`src/rtl/char_pkg.sv`:
```
// char_pkg: shared state encoding, glyph defaults and field widths for the character blitter.
package char_pkg;
    typedef enum logic [1:0] {IDLE, SCAN, PLOT, DONE} state_t;
    localparam int GLYPH_W_DEF = 8;
    localparam int GLYPH_H_DEF = 10;
    localparam int CODE_W = 6;
    localparam int COLOUR_W = 6;
endpackage

```
`src/rtl/char_rr_arb.sv`:
```
// char_rr_arb: 2-way round-robin arbiter; pointer remembers the last winner.
module char_rr_arb (
    input  logic       clk,
    input  logic       reset,
    input  logic [1:0] req,
    input  logic       en,
    output logic [1:0] gnt
);
    logic last;
    always_comb gnt = (req == 2'b11) ? (last ? 2'b01 : 2'b10) : req;
    // last resets to req1 so req0 wins the first contested grant
    always_ff @(posedge clk or posedge reset)
        if (reset) last <= 1'b1;
        else if (en && |req) last <= gnt[1];
endmodule

```
`src/rtl/char_blit_ctrl.sv`:
```
// char_blit_ctrl: arbitrates two character requesters and scans a glyph cell,
// emitting one framebuffer write per lit pixel.
module char_blit_ctrl
    import char_pkg::*;
#(
    parameter int GLYPH_W = GLYPH_W_DEF,
    parameter int GLYPH_H = GLYPH_H_DEF
) (
    input  logic                clk,
    input  logic                reset,
    input  logic                req0_valid,
    input  logic                req1_valid,
    output logic                req0_ready,
    output logic                req1_ready,
    input  logic [CODE_W-1:0]   req0_code,
    input  logic [7:0]          req0_x,
    input  logic [7:0]          req0_y,
    input  logic [COLOUR_W-1:0] req0_colour,
    input  logic [CODE_W-1:0]   req1_code,
    input  logic [7:0]          req1_x,
    input  logic [7:0]          req1_y,
    input  logic [COLOUR_W-1:0] req1_colour,
    output logic [CODE_W-1:0]   glyph_code,
    output logic [7:0]          glyph_dx,
    output logic [7:0]          glyph_dy,
    input  logic                glyph_hit,
    output logic                plot_valid,
    input  logic                plot_ready,
    output logic [7:0]          plot_x,
    output logic [7:0]          plot_y,
    output logic [COLOUR_W-1:0] plot_colour,
    output logic                busy,
    output logic                done
);
    state_t state;
    logic [7:0] dx, dy, x, y;
    logic [CODE_W-1:0] code;
    logic [COLOUR_W-1:0] colour;
    logic [1:0] gnt;
    logic idle, row_end, last_cell, step;
    assign idle = (state == IDLE) && !reset;
    char_rr_arb u_arb (
        .clk  (clk),
        .reset(reset),
        .req  ({req1_valid, req0_valid}),
        .en   (idle),
        .gnt  (gnt)
    );
    always_comb begin
        row_end   = dx == 8'(GLYPH_W - 1);
        last_cell = row_end && dy == 8'(GLYPH_H - 1);
        step      = (state == SCAN && !glyph_hit) || (state == PLOT && plot_ready);
    end
    always_ff @(posedge clk or posedge reset) begin
        if (reset) begin
            state  <= IDLE;
            dx     <= '0;
            dy     <= '0;
            x      <= '0;
            y      <= '0;
            code   <= '0;
            colour <= '0;
        end else if (state == IDLE) begin
            if (|gnt) begin
                code   <= gnt[0] ? req0_code : req1_code;
                x      <= gnt[0] ? req0_x : req1_x;
                y      <= gnt[0] ? req0_y : req1_y;
                colour <= gnt[0] ? req0_colour : req1_colour;
                dx     <= '0;
                dy     <= '0;
                state  <= SCAN;
            end
        end else if (state == DONE) begin
            state <= IDLE;
        end else if (step) begin
            state <= last_cell ? DONE : SCAN;
            dx    <= row_end ? '0 : dx + 8'd1;
            dy    <= row_end ? dy + 8'd1 : dy;
        end else if (state == SCAN) begin
            state <= PLOT;
        end
    end
    assign req0_ready  = idle && gnt[0];
    assign req1_ready  = idle && gnt[1];
    assign glyph_code  = code;
    assign glyph_dx    = dx;
    assign glyph_dy    = dy;
    assign plot_valid  = state == PLOT;
    assign plot_x      = x + dx;
    assign plot_y      = y + dy;
    assign plot_colour = colour;
    assign busy        = state != IDLE;
    assign done        = state == DONE;
endmodule

```
`config.mk`:
```
export PLATFORM = sky130hd
export DESIGN_NAME = char_blit_ctrl
export DESIGN_NICKNAME = d
export VERILOG_FILES = /design/src/rtl/char_pkg.sv /design/src/rtl/char_rr_arb.sv /design/src/rtl/char_blit_ctrl.sv
export SDC_FILE = /design/constraint.sdc
export NUM_CORES = 1
export LEC_CHECK = 0
export CAP_MARGIN = 5
export CORE_UTILIZATION = 32
export CTS_BUF_LIST = sky130_fd_sc_hd__clkbuf_8
export DETAILED_ROUTE_END_ITERATION = 10
export PLACE_DENSITY_LB_ADDON = 0.1
export SETUP_SLACK_MARGIN = 0.2
export SLEW_MARGIN = 20
export SYNTH_ARGS = -nofsm -noshare
export SYNTH_HDL_FRONTEND = slang
export SYNTH_SLANG_ARGS = --single-unit
```
`constraint.sdc`:
```
create_clock -name clk -period 1.83 [get_ports clk]
set_input_delay 0.366 -clock clk [delete_from_list [all_inputs] [get_ports clk]]
set_output_delay 0.366 -clock clk [all_outputs]
set_load 0.01 [all_outputs]
```
# Word-level counts from Yosys, hierarchy flattened
# Cells that the tools add are included.
word_totals:
  register_bits: 47
  input_bits: 62
  out_inout_bits: 49
  elab_cells: 62
op_classes:
  addsub: 4
  n_eq_ne: 8
  mux: 21
  n_reduce_logical: 21
op_table:
  columns: ["cell", "n"]
  rows:
  - ["$mux 8", 11]
  - ["$add 8x1->8 const B", 2]
  - ["$add 8x8->8", 2]
  - ["$mux 2", 8]
  - ["$mux 6", 2]
  - ["$eq 8x3->1 const B", 1]
  - ["$eq 8x4->1 const B", 1]
  - ["$logic_and 1x1->1", 7]
  - ["$eq 2x2->1 const B", 3]
  - ["$reduce_bool 2->1", 3]
  - ["$ne 2x1->1 const B", 2]
  - ["$reduce_and 2->1", 2]
  - ["$reduce_and 4->1", 1]
  - ["$reduce_bool 4->1", 1]
  - ["$reduce_or 2->1", 2]
  - ["$reduce_and 3->1", 1]
  - ["$eq 2x1->1 const B", 1]
  - ["$logic_not 1->1", 2]
  - ["$logic_not 2->1", 1]
  - ["$logic_or 1x1->1", 1]

# Longest topological paths before layout
# Gate-level depths: netlist of run 1.
logic_depth:
  word_depth: 6
  ltp_mapped: 7
  depth_no_buf: 7

# Hierarchy
# From an unflattened synthesis of run 1, not the netlist that was laid out.
hier_totals:
  cells_unflattened: 320
  area_unflattened_um2: 3031.7
modules_own_cells:
  columns: ["mod", "n_inst", "cells_per_inst", "area_per_inst_um2", "seq_area_each_um2"]
  rows:
  - ["char_blit_ctrl", 1, 313, 2971.6, 1151.1]
  - ["char_rr_arb", 1, 7, 60.1, 26.3]

# Worst setup path after synthesis of run 1
# Ideal clock, no wire load.
synth_timing:
  path_kind: "reg2out"
  start: "register dx[0], in the netlist glyph_dx[0]"
  end: "output plot_x[6]"
  arrival_ns: 1.704
  t_required_ns: 1.464
  path_slack_ns: -0.240
  path_stages_with_launch: 7
  n_path_buf: 0
  cell_sequence: "dfrtp_1 > ha_1 > fa_1 > a21o_1 > a21oi_1 > or4_1 > nand4_1"
synth_via:
  elab_chain_cells: 1
synth_lines:
  columns: ["element", "line_no", "rtl"]
  rows:
  - ["start, declared", "char_blit_ctrl.sv:36", "logic [7:0] dx, dy, x, y;"]
  - ["start signal, assigned", "char_blit_ctrl.sv:77", "dx <= row_end ? '0 : dx + 8'd1;"]
  - ["$add 8x8->8", "char_blit_ctrl.sv:89", "assign plot_x = x + dx;"]
  - ["end, declared", "char_blit_ctrl.sv:29", "output logic [7:0] plot_x,"]
# No other way between the ends.

# Worst setup path in the final report of run 1
# Same ends and word-level chain as after synthesis.

==> results of run 1 <==
[synthesized netlist by cell type, types with 3 or more instances]
cell      instances  area share [%]
a22o_1            3            0.84
nor2_1           14             1.7
nor3_1            7             1.1
buf_2             7             1.1
xnor2_1           7             2.0
mux2i_1          28             9.0
o21ai_0          24             3.8
nor2b_1           3            0.60
clkbuf_1          3            0.36
and3_1            3            0.60
xor2_1            4             1.1
nand3_1           9             1.4
nand2_1          43             5.2
o21ai_1          12             1.9
buf_6             4             1.4
and2_1            3            0.60
a21oi_1          13             2.1
inv_1            15             1.8
nand2b_1          4            0.80
o211ai_1          6             1.4
nand4_1           5             1.0
ha_1             17             6.8
dfrtp_1          46              37
o22a_1            3            0.84
[stage by stage]
stage / TNS [ns] / setup WS (ns) / total power (W) / cells
5_1_grt: -6.70 / -0.585 / 0.00787 / 656
4_1_cts: -4.43 / -0.539 / 0.00700 / 643
3_3_place_gp: -13.07 / -0.545 / 0.00584 / 619
3_5_place_dp: -13.61 / -0.576 / 0.00589 / 619
2_1_floorplan: -0.151 / -0.0875 / 0.00380 / 334
6_report: -4.40 / -0.488 / 0.00729 / 656
[flip-flops by register name, summed over array words and instances, names as in the netlist]
register and count:
glyph_dy 8, state 2, x 8, glyph_dx 8, y 8, glyph_code 6, u_arb.last 1, plot_colour 6
[what timing repair did]
action,CTS,global route
cloned,0,2
gates resized for setup,150,39
endpoints found under the setup margin,69,57
pin swaps,45,25
setup buffers,16,11
[worst max path at each step]
stage / end / cells past startpoint / slack [ns]
final: plot_x[6] / 7 / -0.49
after global placement: plot_x[7] / 6 / -0.55
after CTS: plot_x[6] / 7 / -0.54
after floorplan: plot_x[6] / 6 / -0.09
after detailed placement: plot_x[7] / 6 / -0.58
after global routing: plot_x[6] / 7 / -0.59
[worst max-delay path, cell delays in order, from the launching register on]
cell and delay (ns):
dfrtp_1 0.42, ha_4 0.18, fa_2 0.34, a21o_1 0.22, a21oi_4 0.15, or4_1 0.12, nand4_1 0.08, buf_2 0.15
[routing by layer]
layer | vias to the layer above | GRT usage (%) | wire length (um)
li1 | 1589 | - | -
met1 | 1507 | 25.4 | 4300
met2 | 101 | 30.5 | 4430
met3 | 6 | 4.58 | 548
met4 | 0 | 4.35 | 70
met5 | - | 0 | 0
[cell families (layout without fill, tap and decap cells)]
| family | Yosys count | in the layout |
|---|---|---|
| XOR/XNOR | 11 | 11 |
| adder cells (fa/ha/maj) | 21 | 21 |
| AO/OA/AOI/OAI | 89 | 89 |
| flip-flops | 47 | 47 |
| AND/OR/NAND/NOR | 104 | 104 |
| buffers and inverters | 33 | 226 |
| multiplexers | 29 | 29 |
[power groups by stage]
stage / clock, W / sequential [W] / combinational [W]
after global routing: 0.000825 / 0.00180 / 0.00525
after global placement: 0 / 0.00173 / 0.00411
final: 0.000757 / 0.00175 / 0.00479
after floorplan: 0 / 0.00180 / 0.00200
after CTS: 0.000780 / 0.00174 / 0.00448
after detailed placement: 0 / 0.00175 / 0.00414
[layout make-up]
class,instances,share of cell area [%]
multi-input combinational,254,38.6
timing repair buffer,201,33.8
sequential,47,21.4
tap,129,2.92
clock buffer,5,1.25
inverter,17,1.25
clock inverter,3,0.747
==> summary.md, run 1 <==
| Metric | Value |
|---|---|
| Status | finished, violations left |
| Failing checks | negative setup slack |
| Sw Ratio | 39.0% |
| Yosys reg bits | 47 |
| Fillers | 832 |
| Crit end category | primary output |
| Via count | 3203 |
| Class of the tightest hold or removal check | in2async |
| RD Place Congestion | 0.865 |
| Commonest non-fill, non-tap cells in the layout | clkdlybuf4s50_1 (63), buf_4 (62), nand2_1 (42), dfrtp_1 (42), mux2i_1 (28) |
| DR WL/cell | 14.2 um |
| Synth Area in Compound Gates | 18.7% |
| Final Max Tran Viols | 0 |
| Avg Vias per Cell | 4.88 |
| Ys flop type | dfrtp_1 |
| Largest family of logic cells by synthesized area | compound AO/OA/AOI/OAI gates |
| Clock Path Buffers | 2 |
| CTS buffer count | 5 |
| Worst R2R Setup Slack | -0.03 ns |
| Post-Syn Area per Cell | 9.34 um^2 |
| Syn Inst Count | 334 |
| Power Density | 1320 nW/um^2 |
| Reg2reg end | glyph_dy[5] |
| Max Clk Rate | 0.431 GHz |
| Setup Skew | 0.00528 ns |
| Nets@finish | 607 |
| Largest net degree at the start of global routing | 36 |
| Mapped Area | 3120 um^2 |
| DR pass1 iterations | 4 |
| Post-route ant nets | 0 |
| XOR/XNOR share of the synthesized area | 3.09% |
| N_diodes | 0 |
| Clock power share | 10.4% |
| Reg-to-Reg Start | glyph_dx[1] |
| Final Setup Violations | 22 |
| Final Cycle Share | 127% |
| NetSw | 0.00284 W |
| Commonest non-fill, non-tap cell in the layout | clkdlybuf4s50_1 |
| Chip width | 101 um |
| Peak supply drop | 0.000678 V |
| Die Span Y | 101 um |
| Max Cap Viol | 0 |
| Post-synth EDFFs | 0 |
| Port Buf Inserts | 110 |
| Worst Path Arrival | 1.95 ns |
| Worst setup margin | -0.488 ns |
| Post-layout minimum cycle time | 2.32 ns |
| Final Cell Area | 5530 um^2 |
| Placed cell areas | 4920 um^2 |
| Layout cells sized above 1 | 35.5% |
| P_leak | 2.68 nW |
| Core area | 9330 um^2 |
| Die area | 10200 um^2 |
| Vias in the first global route | 3100 |
| HPWL Detailed | 6.91 mm |
| Post-Synth Simple-Gate Area | 16.8% |
| Final hold vios | 0 |
| Count of cell types in the netlist | 61 |
| Antenna violations before repair | 0 |
| Post-synth ARST share | 100% |
| CP Launch Point | glyph_dx[0] |
| Final wirelength | 9.35 mm |
| Register area share after synthesis | 37.7% |
| GRT overflow | 0 |
| Root buffer cell | clkbuf_8 |
| Hold slack final | 0.386 ns |
| Combinational power share | 65.7% |
| Synth warn | 0 |
| Initial core utilization | 33.5% |
| Crit path launch type | flip-flop |
| Slew HR | 75.9% |
| Data required, critical path | 1.46 ns |
| Gr usage total | 18.8% |
| Layout area overhead | 77.1% |
| Sequential cell area | 1180 um^2 |
| First-pass GRT wire length | 15.0 mm |
| Layout Utilization | 59.2% |
| Worst-path clk slew | 0.09 ns |
| Post-synthesis mux area share | 9.34% |
| R2r worst-path depth | 8 |
| Unrepaired setup endpoints after global routing | yes |
| Reg power frac | 23.9% |
| Adder-cell share of the synthesized area | 8.82% |
| Worst-Margin Slew | 0.360 ns |
| Multi-input gate area | 2130 um^2 |
| Int Pwr | 0.00445 W |
| Hold buffers post-CTS | 0 |
| Clock Sinks | 47 |
| Core Rows | 35 |
| DRC violations left | 0 |
| Setup CP Type | reg2out |
| TritonCTS clock tree | built |
| Iter 0 DRT Violations | 74 |
| Clock Latency Late Sink | 0.29 ns |
| IO Pins | 111 |
| # H-tree levels | 2 |
| Max FO, Critical Path | 3 |
| Mapped Nets | 415 |
Power figures use the tool's default switching activity.
==> run 2: changes to the inputs <==
clock period = 2.64 ns   (was 1.83 ns; I/O delays follow)
==> summary.md, run 2 (synthesis results as in run 1) <==
| Metric | Value |
|---|---|
| Cell total after placement | 582 (was 619) |
| Status | finished clean (was finished, violations left) |
| Port Buf Inserts | 110 (unchanged) |
| Post-layout minimum cycle time | 2.51 ns |
| Layout area overhead | 54.5% (was 77.1%) |
| R2r worst-path depth | 7 (was 8) |
| Worst R2R Setup Slack | 0.35 ns (was -0.03 ns) |
| Setup Skew | 0.00365 ns (was 0.00528 ns) |
| Class of the tightest hold or removal check | reg2reg (was in2async) |
| First-pass GRT wire length | 14.2 mm (was 15.0 mm) |
| Max Clk Rate | 0.399 GHz |
| Reg-to-Reg Start | glyph_dx[1] (unchanged) |
| Vias in the first global route | 2965 (was 3100) |
| Final Setup Violations | 0 (was 22) |
| Data required, critical path | 2.11 ns (was 1.46 ns) |
| Commonest non-fill, non-tap cells in the layout | clkdlybuf4s50_1 (93), dfrtp_1 (45), nand2_1 (43) (was clkdlybuf4s50_1 (63), buf_4 (62), nand2_1 (42), dfrtp_1 (42), mux2i_1 (28)) |
| TritonCTS clock tree | built (unchanged) |
| Root buffer cell | clkbuf_8 (unchanged) |
| Slowest cell delay on critical path | 0.43 ns (was 0.42 ns) |
| Commonest non-fill, non-tap cell in the layout | clkdlybuf4s50_1 (unchanged) |
| Die Span Y | 101 um (unchanged) |
| Worst Path Arrival | 1.98 ns (was 1.95 ns) |
| Hold buffers post-CTS | 0 (unchanged) |
| RD Place Congestion | 0.861 (was 0.865) |
| # H-tree levels | 2 (unchanged) |
| Clock Sinks | 47 (unchanged) |
| Reg2reg end | glyph_dy[6] (was glyph_dy[5]) |
| Final Cycle Share | 95.0% |
| Core Rows | 35 (unchanged) |
| Min-delay src | glyph_code[2] |
| Pwr Total | 0.00424 W (was 0.00729 W) |
| N_diodes | 0 (unchanged) |
| Metal2 WL | 4.03 mm (was 4.43 mm) |
| Met3 WL | 576 um (was 548 um) |
| Final Max Tran Viols | 0 (unchanged) |
| Crit end category | primary output (unchanged) |
| Via count | 2945 (was 3203) |
| Power Density | 878 nW/um^2 (was 1320 nW/um^2) |
| Peak supply drop | 0.000350 V (was 0.000678 V) |
| Slew HR | 64.5% (was 75.9%) |
| Hold path depth | 2 |
| DR pass1 iterations | 4 (unchanged) |
| CP cell instances | ha_4 > a21oi_4 > o211ai_1 > buf_4 > o41ai_4 > xnor2_1 > buf_2 (was ha_4 > fa_2 > a21o_1 > a21oi_4 > or4_1 > nand4_1 > buf_2) |
| Final wirelength | 8.70 mm (was 9.35 mm) |
| Nets@finish | 551 (was 607) |
| Hold slack final | 0.488 ns (was 0.386 ns) |
| Gr usage total | 17.9% (was 18.8%) |
| Max Cap Viol | 0 (unchanged) |
| Chip width | 101 um (unchanged) |
| Hold endpoint | glyph_code[2] |
| Clock Path Buffers | 2 (unchanged) |
| P_leak | 2.17 nW (was 2.68 nW) |
| IO Pins | 111 (unchanged) |
| DR WL/cell | 14.5 um (was 14.2 um) |
| Iter 0 DRT Violations | 60 (was 74) |
| Unrepaired setup endpoints after global routing | yes (unchanged) |
| Setup TNS | 0 ns (was -4.40 ns) |
| Antenna violations before repair | 0 (unchanged) |
| GRT overflow | 0 (unchanged) |
| Post-route ant nets | 0 (unchanged) |
| Non-Filler Instances | 600 (was 656) |
| Initial core utilization | 33.5% (unchanged) |
| DR top layer | met4 (unchanged) |
| Largest net degree at the start of global routing | 30 (was 36) |
| Clock Latency Late Sink | 0.30 ns (was 0.29 ns) |
| WL met1 | 4.01 mm (was 4.30 mm) |
| Core area | 9330 um^2 (unchanged) |
| CTS buffer count | 5 (unchanged) |
| Max FO, Critical Path | 3 (unchanged) |
| Final hold vios | 0 (unchanged) |
| Die area | 10200 um^2 (unchanged) |
| Crit path launch type | flip-flop (unchanged) |
| Setup CP Type | reg2out (unchanged) |
| Worst-path clk slew | 0.09 ns (about the same) |
| CP max-delay cell | dfrtp_1 (unchanged) |
| Layout cells sized above 1 | 19.5% (was 35.5%) |
| Fillers | 924 (was 832) |
| Avg Vias per Cell | 4.91 (was 4.88) |
| DRC violations left | 0 (unchanged) |
| Worst-Margin Slew | 0.528 ns (was 0.360 ns) |
| HPWL Detailed | 6.55 mm (was 6.91 mm) |
-- run 2: per-stage QoR --
stage / setup WS, ns / util (%) / area (um^2)
final: 0.133 / 51.7 / 4820
after global routing: 0.0459 / 51.7 / 4820
after CTS: 0.115 / 50.9 / 4740
after detailed placement: -0.0215 / 48.2 / 4500
after global placement: -0.00615 / 48.2 / 4500
after floorplan: 0.408 / - / 3120
-- run 2: critical path: cells and delay by family, from the launching register on --
family | cells | cell delay, ns
adders and majority gates | 1 | 0.26
AOI/OAI and AO/OA | 3 | 0.50
buffers and inverters | 2 | 0.33
DFF | 1 | 0.43
xor gates and xnor gates | 1 | 0.16
-- run 2: how the worst max path moves through the flow --
stage                      endpoint        start  depth (start not counted)  slack (ns)
after floorplan           plot_x[6]  glyph_dx[0]                          6        0.41
after global placement    plot_x[6]  glyph_dx[0]                          7      -0.006
after detailed placement  plot_x[6]  glyph_dx[0]                          7       -0.02
after CTS                 plot_y[7]  glyph_dy[1]                          7        0.11
after global routing      plot_x[4]  glyph_dx[0]                          7        0.05
final                     plot_y[7]         y[1]                          7        0.13
-- run 2: area by class of cell --
class	count	area, um^2	area share (%)
clock buffers	5	68.8	1.43
clock inverters	3	21.3	0.441
inverters	17	63.8	1.32
multi-input cells	254	2000	41.5
flip-flops and latches	47	1180	24.4
well taps	129	161	3.35
repair buffers	145	1330	27.6
-- run 2: report_power, final --
| part | total, W | switching, W | internal (W) |
|---|---|---|---|
| combinational | 0.00258 | 0.00128 | 0.00130 |
| sequential | 0.00122 | 0.000228 | 0.000990 |
| clock | 0.000442 | 0.000255 | 0.000187 |
| total | 0.00424 | 0.00176 | 0.00247 |
-- run 2: what timing repair did --
| action | in CTS | in global routing |
|---|---|---|
| endpoints found under the setup margin | 16 | 10 |
| gates resized for setup | 56 | 15 |
| pin swaps | 6 | 9 |
| endpoints found under the hold margin | 0 | 0 |
| setup buffers | 6 | 4 |
-- run 2: metal layers --
| metal | vias up | track usage [%] |
|---|---|---|
| met5 | - | 0 |
| met4 | 0 | 4.12 |
| met3 | 8 | 4.72 |
| met2 | 89 | 29.1 |
| met1 | 1372 | 23.6 |
| li1 | 1476 | - |
